### src/rtl/beh_rand_delay_pkg.sv
// -----------------------------------------------------------------------------
// beh_rand_delay_pkg
//   Shared types and helpers for the behavioural random-stall models.
//   - hs_dly_state_e : state encoding of the valid/ready delay scheduler
//   - LFSR_POLY      : Galois mask for x^32 + x^22 + x^2 + x + 1 (right-shift form)
//   - beh_lfsr_next  : one step of the 32-bit Galois LFSR
// -----------------------------------------------------------------------------
package beh_rand_delay_pkg;

    typedef enum logic [1:0] {
        IDLE    = 2'd0,
        WAIT    = 2'd1,
        PRESENT = 2'd2
    } hs_dly_state_e;

    localparam logic [31:0] LFSR_POLY = 32'h8020_0003;

    // Right-shift Galois step: the bit shifted out feeds back into the tap mask.
    function automatic logic [31:0] beh_lfsr_next(input logic [31:0] s);
        return {1'b0, s[31:1]} ^ (s[0] ? LFSR_POLY : 32'h0);
    endfunction

endpackage : beh_rand_delay_pkg

### src/rtl/beh_lfsr.sv
// -----------------------------------------------------------------------------
// beh_lfsr
//   Free-running Galois LFSR, advances every clock after reset.
//   A zero SEED is replaced by 1 so the register can never lock up.
// Ports
//   clk     in   1      clock, rising edge
//   rst_n   in   1      asynchronous active-low reset (loads the seed)
//   lfsr_q  out  WIDTH  current LFSR state
// -----------------------------------------------------------------------------
module beh_lfsr
    import beh_rand_delay_pkg::*;
#(
    parameter int               WIDTH = 32,
    parameter logic [WIDTH-1:0] SEED  = WIDTH'(32'hACE1_2468),
    parameter logic [WIDTH-1:0] POLY  = WIDTH'(LFSR_POLY)
) (
    input  logic             clk,
    input  logic             rst_n,
    output logic [WIDTH-1:0] lfsr_q
);

    localparam logic [WIDTH-1:0] SEED_NZ = (SEED == '0) ? WIDTH'(1) : SEED;

    logic [WIDTH-1:0] lfsr_d;

    generate
        if (WIDTH == 32) begin : g_pkg_step
            always_comb lfsr_d = beh_lfsr_next(lfsr_q);
        end else begin : g_generic_step
            always_comb lfsr_d = {1'b0, lfsr_q[WIDTH-1:1]} ^ (lfsr_q[0] ? POLY : '0);
        end
    endgenerate

    // NOTE: state registers use non-blocking assignments so every flop samples
    // the pre-edge values; blocking here would create order-dependent races.
    always_ff @(posedge clk or negedge rst_n) begin
        if (!rst_n) lfsr_q <= SEED_NZ;
        else        lfsr_q <= lfsr_d;
    end

endmodule : beh_lfsr

### src/rtl/beh_rand_hs_delay.sv
// -----------------------------------------------------------------------------
// beh_rand_hs_delay
//   Behavioural stall model for a valid/ready channel. A single-entry buffer
//   accepts one beat, holds it for a random N cycles (N in [min,max]) and then
//   presents it downstream. With cfg_enable=0 and no beat held it is a
//   zero-latency combinational wire.
//
//   Optional build macro BEH_RAND_HS_DELAY_STATS_EN adds saturating counters:
//     stat_beats        : accepted beats
//     stat_stall_cycles : cycles in WAIT, plus PRESENT with out_ready=0
//
// Ports
//   clk, rst_n               clock (rising edge), async active-low reset
//   cfg_enable               1=insert delays, 0=pass-through (from IDLE only)
//   cfg_fixed                1=draw delay once and reuse, 0=redraw per beat
//   cfg_min_dly/cfg_max_dly  delay range in cycles
//   in_valid/in_ready/in_data      upstream channel
//   out_valid/out_ready/out_data   downstream channel
//   busy                     a beat is held (state != IDLE)
//   cfg_err                  registered flag, 1 while cfg_max_dly < cfg_min_dly
// -----------------------------------------------------------------------------
module beh_rand_hs_delay
    import beh_rand_delay_pkg::*;
#(
    parameter int          DATA_WIDTH = 32,
    parameter int          CNT_WIDTH  = 8,
    parameter logic [31:0] LFSR_SEED  = 32'hACE1_2468
) (
    input  logic                  clk,
    input  logic                  rst_n,
    input  logic                  cfg_enable,
    input  logic                  cfg_fixed,
    input  logic [CNT_WIDTH-1:0]  cfg_min_dly,
    input  logic [CNT_WIDTH-1:0]  cfg_max_dly,
    input  logic                  in_valid,
    output logic                  in_ready,
    input  logic [DATA_WIDTH-1:0] in_data,
    output logic                  out_valid,
    input  logic                  out_ready,
    output logic [DATA_WIDTH-1:0] out_data,
    output logic                  busy,
    output logic                  cfg_err
`ifdef BEH_RAND_HS_DELAY_STATS_EN
    ,
    output logic [31:0]           stat_beats,
    output logic [31:0]           stat_stall_cycles
`endif
);

    hs_dly_state_e         state_q, state_d;
    logic [CNT_WIDTH-1:0]  cnt_q, cnt_d;
    logic [DATA_WIDTH-1:0] data_q, data_d;
    logic                  fixed_valid_q, fixed_valid_d;
    logic [CNT_WIDTH-1:0]  fixed_dly_q, fixed_dly_d;
    logic                  cfg_fixed_q;
    logic                  cfg_err_q;
    logic                  accept;

    // ---------------------------------------------------------------- LFSR
    logic [31:0] lfsr_q;

    beh_lfsr #(
        .WIDTH (32),
        .SEED  (LFSR_SEED)
    ) u_lfsr (
        .clk    (clk),
        .rst_n  (rst_n),
        .lfsr_q (lfsr_q)
    );

    // ---------------------------------------------------------- delay draw
    // The range is one bit wider than the counter so max-min+1 cannot wrap
    // (e.g. min=0, max=255 gives 256).
    logic                 cfg_bad;
    logic [CNT_WIDTH:0]   dly_range;
    logic [CNT_WIDTH:0]   dly_rem;
    logic [CNT_WIDTH:0]   dly_sum;
    logic [CNT_WIDTH-1:0] draw_dly;
    logic [CNT_WIDTH-1:0] acc_dly;

    assign cfg_bad = (cfg_max_dly < cfg_min_dly);

    always_comb begin
        // An inverted range is forced to 1 so the modulo never divides by zero.
        dly_range = cfg_bad ? (CNT_WIDTH+1)'(1)
                            : ({1'b0, cfg_max_dly} - {1'b0, cfg_min_dly} + (CNT_WIDTH+1)'(1));
        dly_rem   = lfsr_q[CNT_WIDTH:0] % dly_range;
        // Never exceeds cfg_max_dly, so the top bit of the sum is always zero.
        dly_sum   = {1'b0, cfg_min_dly} + dly_rem;
        draw_dly  = cfg_bad ? cfg_min_dly : dly_sum[CNT_WIDTH-1:0];
        acc_dly   = (cfg_fixed && fixed_valid_q) ? fixed_dly_q : draw_dly;
    end

    logic unused_bits;
    assign unused_bits = ^{lfsr_q[31:CNT_WIDTH+1], dly_sum[CNT_WIDTH]};

    // ----------------------------------------------------------------- FSM
    // NOTE: every signal written in this block gets a default first, so no
    // path leaves it unassigned and no latch is inferred.
    always_comb begin
        state_d   = state_q;
        cnt_d     = cnt_q;
        data_d    = data_q;
        accept    = 1'b0;
        in_ready  = 1'b0;
        out_valid = 1'b0;
        out_data  = data_q;

        unique case (state_q)
            IDLE: begin
                if (cfg_enable) begin
                    in_ready = 1'b1;
                    if (in_valid) begin
                        accept = 1'b1;
                        data_d = in_data;
                        if (acc_dly == '0) begin
                            state_d = PRESENT;
                        end else begin
                            cnt_d   = acc_dly;
                            state_d = WAIT;
                        end
                    end
                end else begin
                    out_valid = in_valid;
                    out_data  = in_data;
                    in_ready  = out_ready;
                end
            end
            WAIT: begin
                // Count reaches 1 on the last waiting cycle; the beat is then
                // visible d+1 cycles after the accepting edge.
                cnt_d = cnt_q - CNT_WIDTH'(1);
                if (cnt_q <= CNT_WIDTH'(1)) state_d = PRESENT;
            end
            PRESENT: begin
                out_valid = 1'b1;
                if (out_ready) state_d = IDLE;
            end
            default: state_d = IDLE;
        endcase
    end

    // Fixed-delay latch: invalidated by disabling the block or by cfg_fixed
    // falling, so re-entering fixed mode always takes a fresh draw.
    always_comb begin
        fixed_valid_d = fixed_valid_q;
        fixed_dly_d   = fixed_dly_q;
        if (!cfg_enable || (cfg_fixed_q && !cfg_fixed)) begin
            fixed_valid_d = 1'b0;
        end else if (accept && cfg_fixed && !fixed_valid_q) begin
            fixed_valid_d = 1'b1;
            fixed_dly_d   = draw_dly;
        end
    end

    // NOTE: the payload register is reset too: out_data is observable in IDLE
    // and must read zero after reset rather than stale or unknown data.
    always_ff @(posedge clk or negedge rst_n) begin
        if (!rst_n) begin
            state_q       <= IDLE;
            cnt_q         <= '0;
            data_q        <= '0;
            fixed_valid_q <= 1'b0;
            fixed_dly_q   <= '0;
            cfg_fixed_q   <= 1'b0;
            cfg_err_q     <= 1'b0;
        end else begin
            state_q       <= state_d;
            cnt_q         <= cnt_d;
            data_q        <= data_d;
            fixed_valid_q <= fixed_valid_d;
            fixed_dly_q   <= fixed_dly_d;
            cfg_fixed_q   <= cfg_fixed;
            cfg_err_q     <= cfg_bad;
        end
    end

    assign busy    = (state_q != IDLE);
    assign cfg_err = cfg_err_q;

    // ---------------------------------------------------------- statistics
`ifdef BEH_RAND_HS_DELAY_STATS_EN
    logic [31:0] stat_beats_q, stat_stall_q;
    logic        beat_inc, stall_inc;

    assign beat_inc  = in_valid && in_ready;
    assign stall_inc = (state_q == WAIT) || ((state_q == PRESENT) && !out_ready);

    always_ff @(posedge clk or negedge rst_n) begin
        if (!rst_n) begin
            stat_beats_q <= '0;
            stat_stall_q <= '0;
        end else begin
            if (beat_inc && (stat_beats_q != '1))  stat_beats_q <= stat_beats_q + 32'd1;
            if (stall_inc && (stat_stall_q != '1)) stat_stall_q <= stat_stall_q + 32'd1;
        end
    end

    assign stat_beats        = stat_beats_q;
    assign stat_stall_cycles = stat_stall_q;
`endif

endmodule : beh_rand_hs_delay

### config.mk
export PLATFORM = sky130hd
export DESIGN_NAME = beh_rand_hs_delay
export DESIGN_NICKNAME = d
export VERILOG_FILES = /design/src/rtl/beh_rand_delay_pkg.sv /design/src/rtl/beh_lfsr.sv /design/src/rtl/beh_rand_hs_delay.sv
export SDC_FILE = /design/constraint.sdc
export NUM_CORES = 1
export LEC_CHECK = 0
export ABC_CLOCK_PERIOD_IN_PS = 30300
export CAP_MARGIN = 25
export CELL_PAD_IN_SITES_DETAIL_PLACEMENT = 0
export CELL_PAD_IN_SITES_GLOBAL_PLACEMENT = 1
export CORE_ASPECT_RATIO = 0.75
export CORE_MARGIN = 2
export CORE_UTILIZATION = 47
export DETAILED_ROUTE_END_ITERATION = 16
export PLACE_DENSITY = 0.95
export SLEW_MARGIN = 20
export SYNTH_ARGS = -nofsm -noshare
export SYNTH_HDL_FRONTEND = slang
export SYNTH_SLANG_ARGS = --single-unit
### constraint.sdc
create_clock -name clk -period 30.3 [get_ports clk]
set_input_delay 9.09 -clock clk [delete_from_list [all_inputs] [get_ports clk]]
set_output_delay 9.09 -clock clk [all_outputs]
set_load 0.05 [all_outputs]
After elaboration in Yosys (flattened, before gate mapping)
Index checks and enable logic that the tools add are counted.
{ "op_classes": {"addsub": 4, "div_mod_pow": 1, "magnitude_cmp": 2, "n_eq_ne": 7, "n_bitwise": 2, "n_reduce_logical": 17, "n_mux": 25} }
{ "ops": {"columns": ["operator", "count"], "rows": [
  ["32-bit 2-to-1 mux", 3],
  ["8-bit 2-to-1 mux", 5],
  ["31-bit by 32-bit bitwise XOR with 32-bit output", 1],
  ["8-bit one-hot mux with 2 select lines", 1],
  ["2-bit 2-to-1 mux", 5],
  ["2-bit != test (second input constant)", 5],
  ["9-bit by 1-bit adder with 9-bit output (second input constant)", 1],
  ["9-bit by 9-bit modulo with 9-bit output", 1],
  ["9-bit 2-to-1 mux", 1],
  ["8-bit by 8-bit subtractor with 9-bit output", 1],
  ["8-bit adder", 1],
  ["8-bit by 1-bit <= comparator with 1-bit output (second input constant)", 1],
  ["8-bit logical NOT", 1],
  ["8-bit < comparator", 1],
  ["1-bit 2-to-1 mux", 8],
  ["4-bit AND reduction", 2],
  ["8-bit by 1-bit subtractor with 8-bit output (second input constant)", 1],
  ["2-bit one-hot mux with 3 select lines", 1],
  ["2-bit nonzero test", 3],
  ["1-bit logical AND", 4],
  ["1-bit logical NOT", 3],
  ["3-bit AND reduction", 1],
  ["2-bit by 1-bit == test with 1-bit output (second input constant)", 1],
  ["2-bit == test (second input constant)", 1],
  ["5 further kinds", 5]
]} }
{ "totals": {"reg_bits": 85, "word_cells": 66, "out_inout_bits": 36, "input_bits": 54} }

Depth between registers and ports, before layout
{ "depth": {"ltp_word": 12, "ltp_mapped": 94, "ltp_nobuf": 91} }

Hierarchy
From an unflattened synthesis, not the netlist that was laid out.
{ "unflattened": {"hier_cells": 773, "hier_area_um2": 7479.7} }
{ "modules_own_cells": {"columns": ["mod", "seq_area_each_um2", "cells_per_inst", "n_inst", "area_each_um2"], "rows": [
  ["beh_rand_hs_delay", 1326.3, 709, 1, 6418.7],
  ["beh_lfsr", 817.0, 64, 1, 1061.0]
]} }

Worst setup path after synthesis
No wires, ideal clock.
{ "synth_timing": {"kind": "input to register", "start": "input cfg_min_dly[1]", "end": "register cnt_q[4]", "path_buffers": 2, "setup_time_ns": 0.079, "required_ns": 30.221, "cell_stages": 84, "arrival_time_ns": 26.340, "setup_slack_ns": 3.881, "path_cell_list": "inv_1 ha_1 inv_1 ha_1 inv_1 fa_1 or2_4 a211o_1 a211oi_2 o211a_2 and3_1 a31oi_1 ha_1 o21ai_0 nor3b_1 a211oi_1 o21a_1 a21boi_0 [... 48 more ...] o21ai_0 o221a_2 clkbuf_1 mux2_2 ha_1 a21o_1 a21oi_1 o21ai_0 a21oi_1 o21ai_0 xnor2_1 xnor2_1 nand3_1 o31ai_1 or3_4 a211oi_4 or3_1 mux2i_1"} }
{ "synth_via": {"elab_chain_cells": 11, "word_cells_on_any_way": 15, "cone_classes": "add/sub (3); div (1); order compare (1); eq/ne (1); mux (7); reduce/logical (2)"} }
{ "synth_rtl": {"columns": ["item", "line", "source"], "rows": [
  ["start, declared", "beh_rand_hs_delay.sv:33", "input logic [CNT_WIDTH-1:0] cfg_min_dly,"],
  ["8-bit by 8-bit subtractor with 9-bit output", "beh_rand_hs_delay.sv:86", ": ({1'b0, cfg_max_dly} - {1'b0, cfg_min_dly} + (CNT_WIDTH+1)'(1));"],
  ["9-bit by 1-bit adder with 9-bit output", "beh_rand_hs_delay.sv:86", null],
  ["9-bit 2-to-1 mux", "beh_rand_hs_delay.sv:85", "dly_range = cfg_bad ? (CNT_WIDTH+1)'(1)"],
  ["9-bit by 9-bit modulo with 9-bit output", "beh_rand_hs_delay.sv:87", "dly_rem = lfsr_q[CNT_WIDTH:0] % dly_range;"],
  ["8-bit adder", "beh_rand_hs_delay.sv:89", "dly_sum = {1'b0, cfg_min_dly} + dly_rem;"],
  ["8-bit 2-to-1 mux *", "beh_rand_hs_delay.sv:90", "draw_dly = cfg_bad ? cfg_min_dly : dly_sum[CNT_WIDTH-1:0];"],
  ["8-bit 2-to-1 mux *", "beh_rand_hs_delay.sv:91", "acc_dly = (cfg_fixed && fixed_valid_q) ? fixed_dly_q : draw_dly;"],
  ["8-bit 2-to-1 mux", "beh_rand_hs_delay.sv:116", "if (acc_dly == '0) begin"],
  ["8-bit 2-to-1 mux", "beh_rand_hs_delay.sv:113", "if (in_valid) begin"],
  ["8-bit 2-to-1 mux", "beh_rand_hs_delay.sv:111", "if (cfg_enable) begin"],
  ["8-bit one-hot mux with 2 select lines", "beh_rand_hs_delay.sv:109", "unique case (state_q)"],
  ["end signal, assigned", "beh_rand_hs_delay.sv:169", "cnt_q <= cnt_d;"],
  ["end, declared", "beh_rand_hs_delay.sv:51", "logic [CNT_WIDTH-1:0] cnt_q, cnt_d;"]
]} }
Mark *: on every way between the ends. The rest lies on a longest branch, timed or not. The select of a mux whose other input is x is not followed.
A chain may end at the register's enable or synchronous reset.

Worst setup path in the final report
Ends and elaborated chain as after synthesis.

==> flow_summary_export.csv <==
group,metric,value,unit
place,port-buffer-count,89,
min_path,hold_path.class,"flop to flop",
timing,drv_slew,0,
setup_path,worstSetupStartpointType,"primary input",
timing,rsz0062_at_grt,"false",
timing,worst_pin_slew,0.661,ns
routing,wirelength,18900,um
floorplan,core-area,15200,sq um
setup_path,critPathMaxStageDelay,0.62,ns
clock_network,cts_tree,"yes",
floorplan,rows,39,
clock_network,root_buffer,"clkbuf_16",
logic_synthesis,synth.area.top_cells,"dfrtp_1 (25%), ha_1 (12%), mux2_2 (8.6%), nand2_1 (7.0%), dfstp_2 (4.7%)",
min_path,hp-start,"u_lfsr.lfsr_q[9]",
flow_run,cap_violations,0,
clock_network,clock-sinks,85,
timing,period_share,95.9,%
logic_synthesis,async_flop_share,100,%
global_routing,grt_max_degree,47,
logic_synthesis,ys.flop_type,"dfrtp_1",
timing,relSlewSlack,55.5,%
global_routing,grt_pass1_wl,31100,um
routing,drt.antenna.violating_nets,0,
logic_synthesis,syn_area,7320,sq um
clock_network,h-tree-depth,3,
min_path,hold_end,"u_lfsr.lfsr_q[8]",
global_routing,antenna_found_initial,0,
setup_path,critPathMaxFanout,13,
timing,min_period,29.05,ns
floorplan,die_h,112,um
setup_path,required,30.58,ns
clock_network,cts_buffers,9,
clock_network,hold_buffers,0,
logic_synthesis,yosys.area.top_type,"dfrtp_1",
place,gp_congestion,0.937,
place,placed_cells,1098,
finish,seqCellArea,2140,sq um
routing,vias,6370,
clock_network,clock_latency,0.35,ns
routing,drc,0,
clock_network,cts_max_path_buffers,2,
clock_network,cts_setup_buffers,0,
finish,final_cells,1114,
timing,fmax,34.4,MHz
logic_synthesis,synth_cell_types,90,
timing,fin_skew,0.00903,ns
logic_synthesis,netlist_instances,826,
routing,first_iter_violations,588,
finish,antennaDiodeCount,0,
global_routing,grt-ovfl-total,0,
setup_path,rr_startpoint,"u_lfsr.lfsr_q[8]",
setup_path,cp_slowest_cell,"or4b_2",
timing,hold_viol,0,
setup_path,path_class,"primary input to flop",
clock_network,clkTransAtPathRegs,0.07,ns
routing,routed_via_density,5.72,
setup_path,ff2ff_setup_slack,12.62,ns
setup_path,rr_worst_depth,73,
routing,drtPass1Iterations,5,
setup_path,worst_path_most_repeated_cell,"ha_1",
logic_synthesis,ys_warn_count,0,
setup_path,cp.arrival,29.32,ns
logic_synthesis,synth-seq-cells,85,
floorplan,die_w,148,um
timing,setup_violations,0,
logic_synthesis,syn_avg_cell_area,8.86,sq um
finish,drive_gt1_share,14.2,%
finish,nNetsFinal,1033,
routing,wire_per_inst,16.9,um
min_path,hold_depth,0,
logic_synthesis,seq_area_frac_synth,29.3,%
logic_synthesis,yosys.cell_count.top_type,"nand2_1",
logic_synthesis,synth_common_cells,"nand2_1 (137), dfrtp_1 (72), ha_1 (69)",
finish,fillers,1334,
setup_path,r2r-end,"cnt_q[4]",
finish,multi_input_area,4860,sq um
global_routing,grt_pass1_vias,5933,
floorplan,initial_core_util,48.1,%
finish,syn_to_final_growth,19.2,%
logic_synthesis,synth_edf_count,0,
floorplan,ioPinCount,90,
global_routing,track_usage,23.2,%
logic_synthesis,synth_fp_nets,955,
place,dp.final_hpwl,14300,um
clock_network,cts-resized-gates,0,
floorplan,die_area,16600,sq um
logic_synthesis,synth_top_area_share,24.6,%
timing,setup_tns,0,ns
status,status,"complete, no violations",
setup_path,end_kind,"flop",
[worst max path at each step]
stage                     endpoint  slack (ns)           start
after CTS                 cnt_q[4]        1.52  cfg_min_dly[1]
after floorplan           cnt_q[4]        3.88  cfg_min_dly[1]
final                     cnt_q[4]        1.25  cfg_min_dly[1]
after global placement    cnt_q[0]        1.86  cfg_min_dly[1]
after detailed placement  cnt_q[4]        1.30  cfg_min_dly[1]
after global routing      cnt_q[4]        0.08  cfg_min_dly[1]
[stage by stage]
stage / hold WS (ns) / area [sq um] / utilization [%] / worst slack [ns]
6_report: 0.349 / 8730 / 57.3 / 1.25
5_1_grt: 0.357 / 8730 / 57.3 / 0.0819
4_1_cts: 0.353 / 8720 / 57.3 / 1.52
3_5_place_dp: 0.336 / 8400 / 55.2 / 1.30
3_3_place_gp: 0.333 / 8390 / 55.1 / 1.86
2_1_floorplan: 0.331 / 7320 / - / 3.88
[area by class of cell]
cell class | count | share of cell area (%)
multi-input combinational | 655 | 55.6
clock inverter | 7 | 1.05
sequential | 85 | 24.6
inverter | 59 | 2.54
tap | 205 | 2.94
timing repair buffer | 94 | 10.7
clock buffer | 9 | 2.58
[placed cells by master (no fill, tap or decap), drive strengths merged, types with 4 or more instances in the layout]
cell type and count:
a2111oi 4, a211o 4, a211oi 9, a21boi 8, a21o 13, a21oi 39
a31oi 9, and2 4, buf 6, clkbuf 9, clkdlybuf4s50 88, clkinv 6
dfrtp 72, dfstp 13, fa 6, ha 69, inv 60, mux2 60
mux2i 12, nand2 137, nand2b 9, nand3 7, nand3b 5, nand4 9
nor2 47, nor2b 6, nor3 20, o211ai 8, o21a 14, o21ai 39
o21bai 4, o31ai 8, or3 10, xnor2 25, xor2 12
[state kept, by name (all words and copies together) (netlist names)]
signal / flops
cfg_err: 1
fixed_dly_q: 8
cnt_q: 8
fixed_valid_q: 1
data_q: 32
state_q: 2
cfg_fixed_q: 1
u_lfsr.lfsr_q: 32
[critical path, delay by kind of cell]
kind                     cells  cell delay, ns
AO/OA/AOI/OAI               42            9.86
XOR/XNOR                     3            0.56
adder cells (fa/ha/maj)     12            3.75
buffers and inverters        5            0.86
multiplexers                 5            1.63
AND/OR/NAND/NOR             17            3.59
[layer usage]
| metal | track usage [%] | wire length [um] | up-vias |
|---|---|---|---|
| met5 | 0 | 0 | - |
| met4 | 4.00 | 176 | 0 |
| met3 | 4.80 | 1310 | 15 |
| met2 | 32.3 | 7750 | 207 |
| met1 | 37.1 | 9630 | 3036 |
| li1 | - | - | 3112 |
[cells by family (layout without fill, tap and decap cells)]
family | Yosys count | after routing | share of synthesized area, %
simple gates | 276 | 276 | 17.9
compound gates | 195 | 195 | 19.3
buf+inv | 86 | 169 | 4.56
flops | 85 | 85 | 29.3
fa+ha+maj | 75 | 75 | 13.4
mux | 72 | 72 | 11.1
xor+xnor | 37 | 37 | 4.43
Power is not shown: default switching activity piles up to over one toggle a cycle in this logic, so the estimate is an artifact.
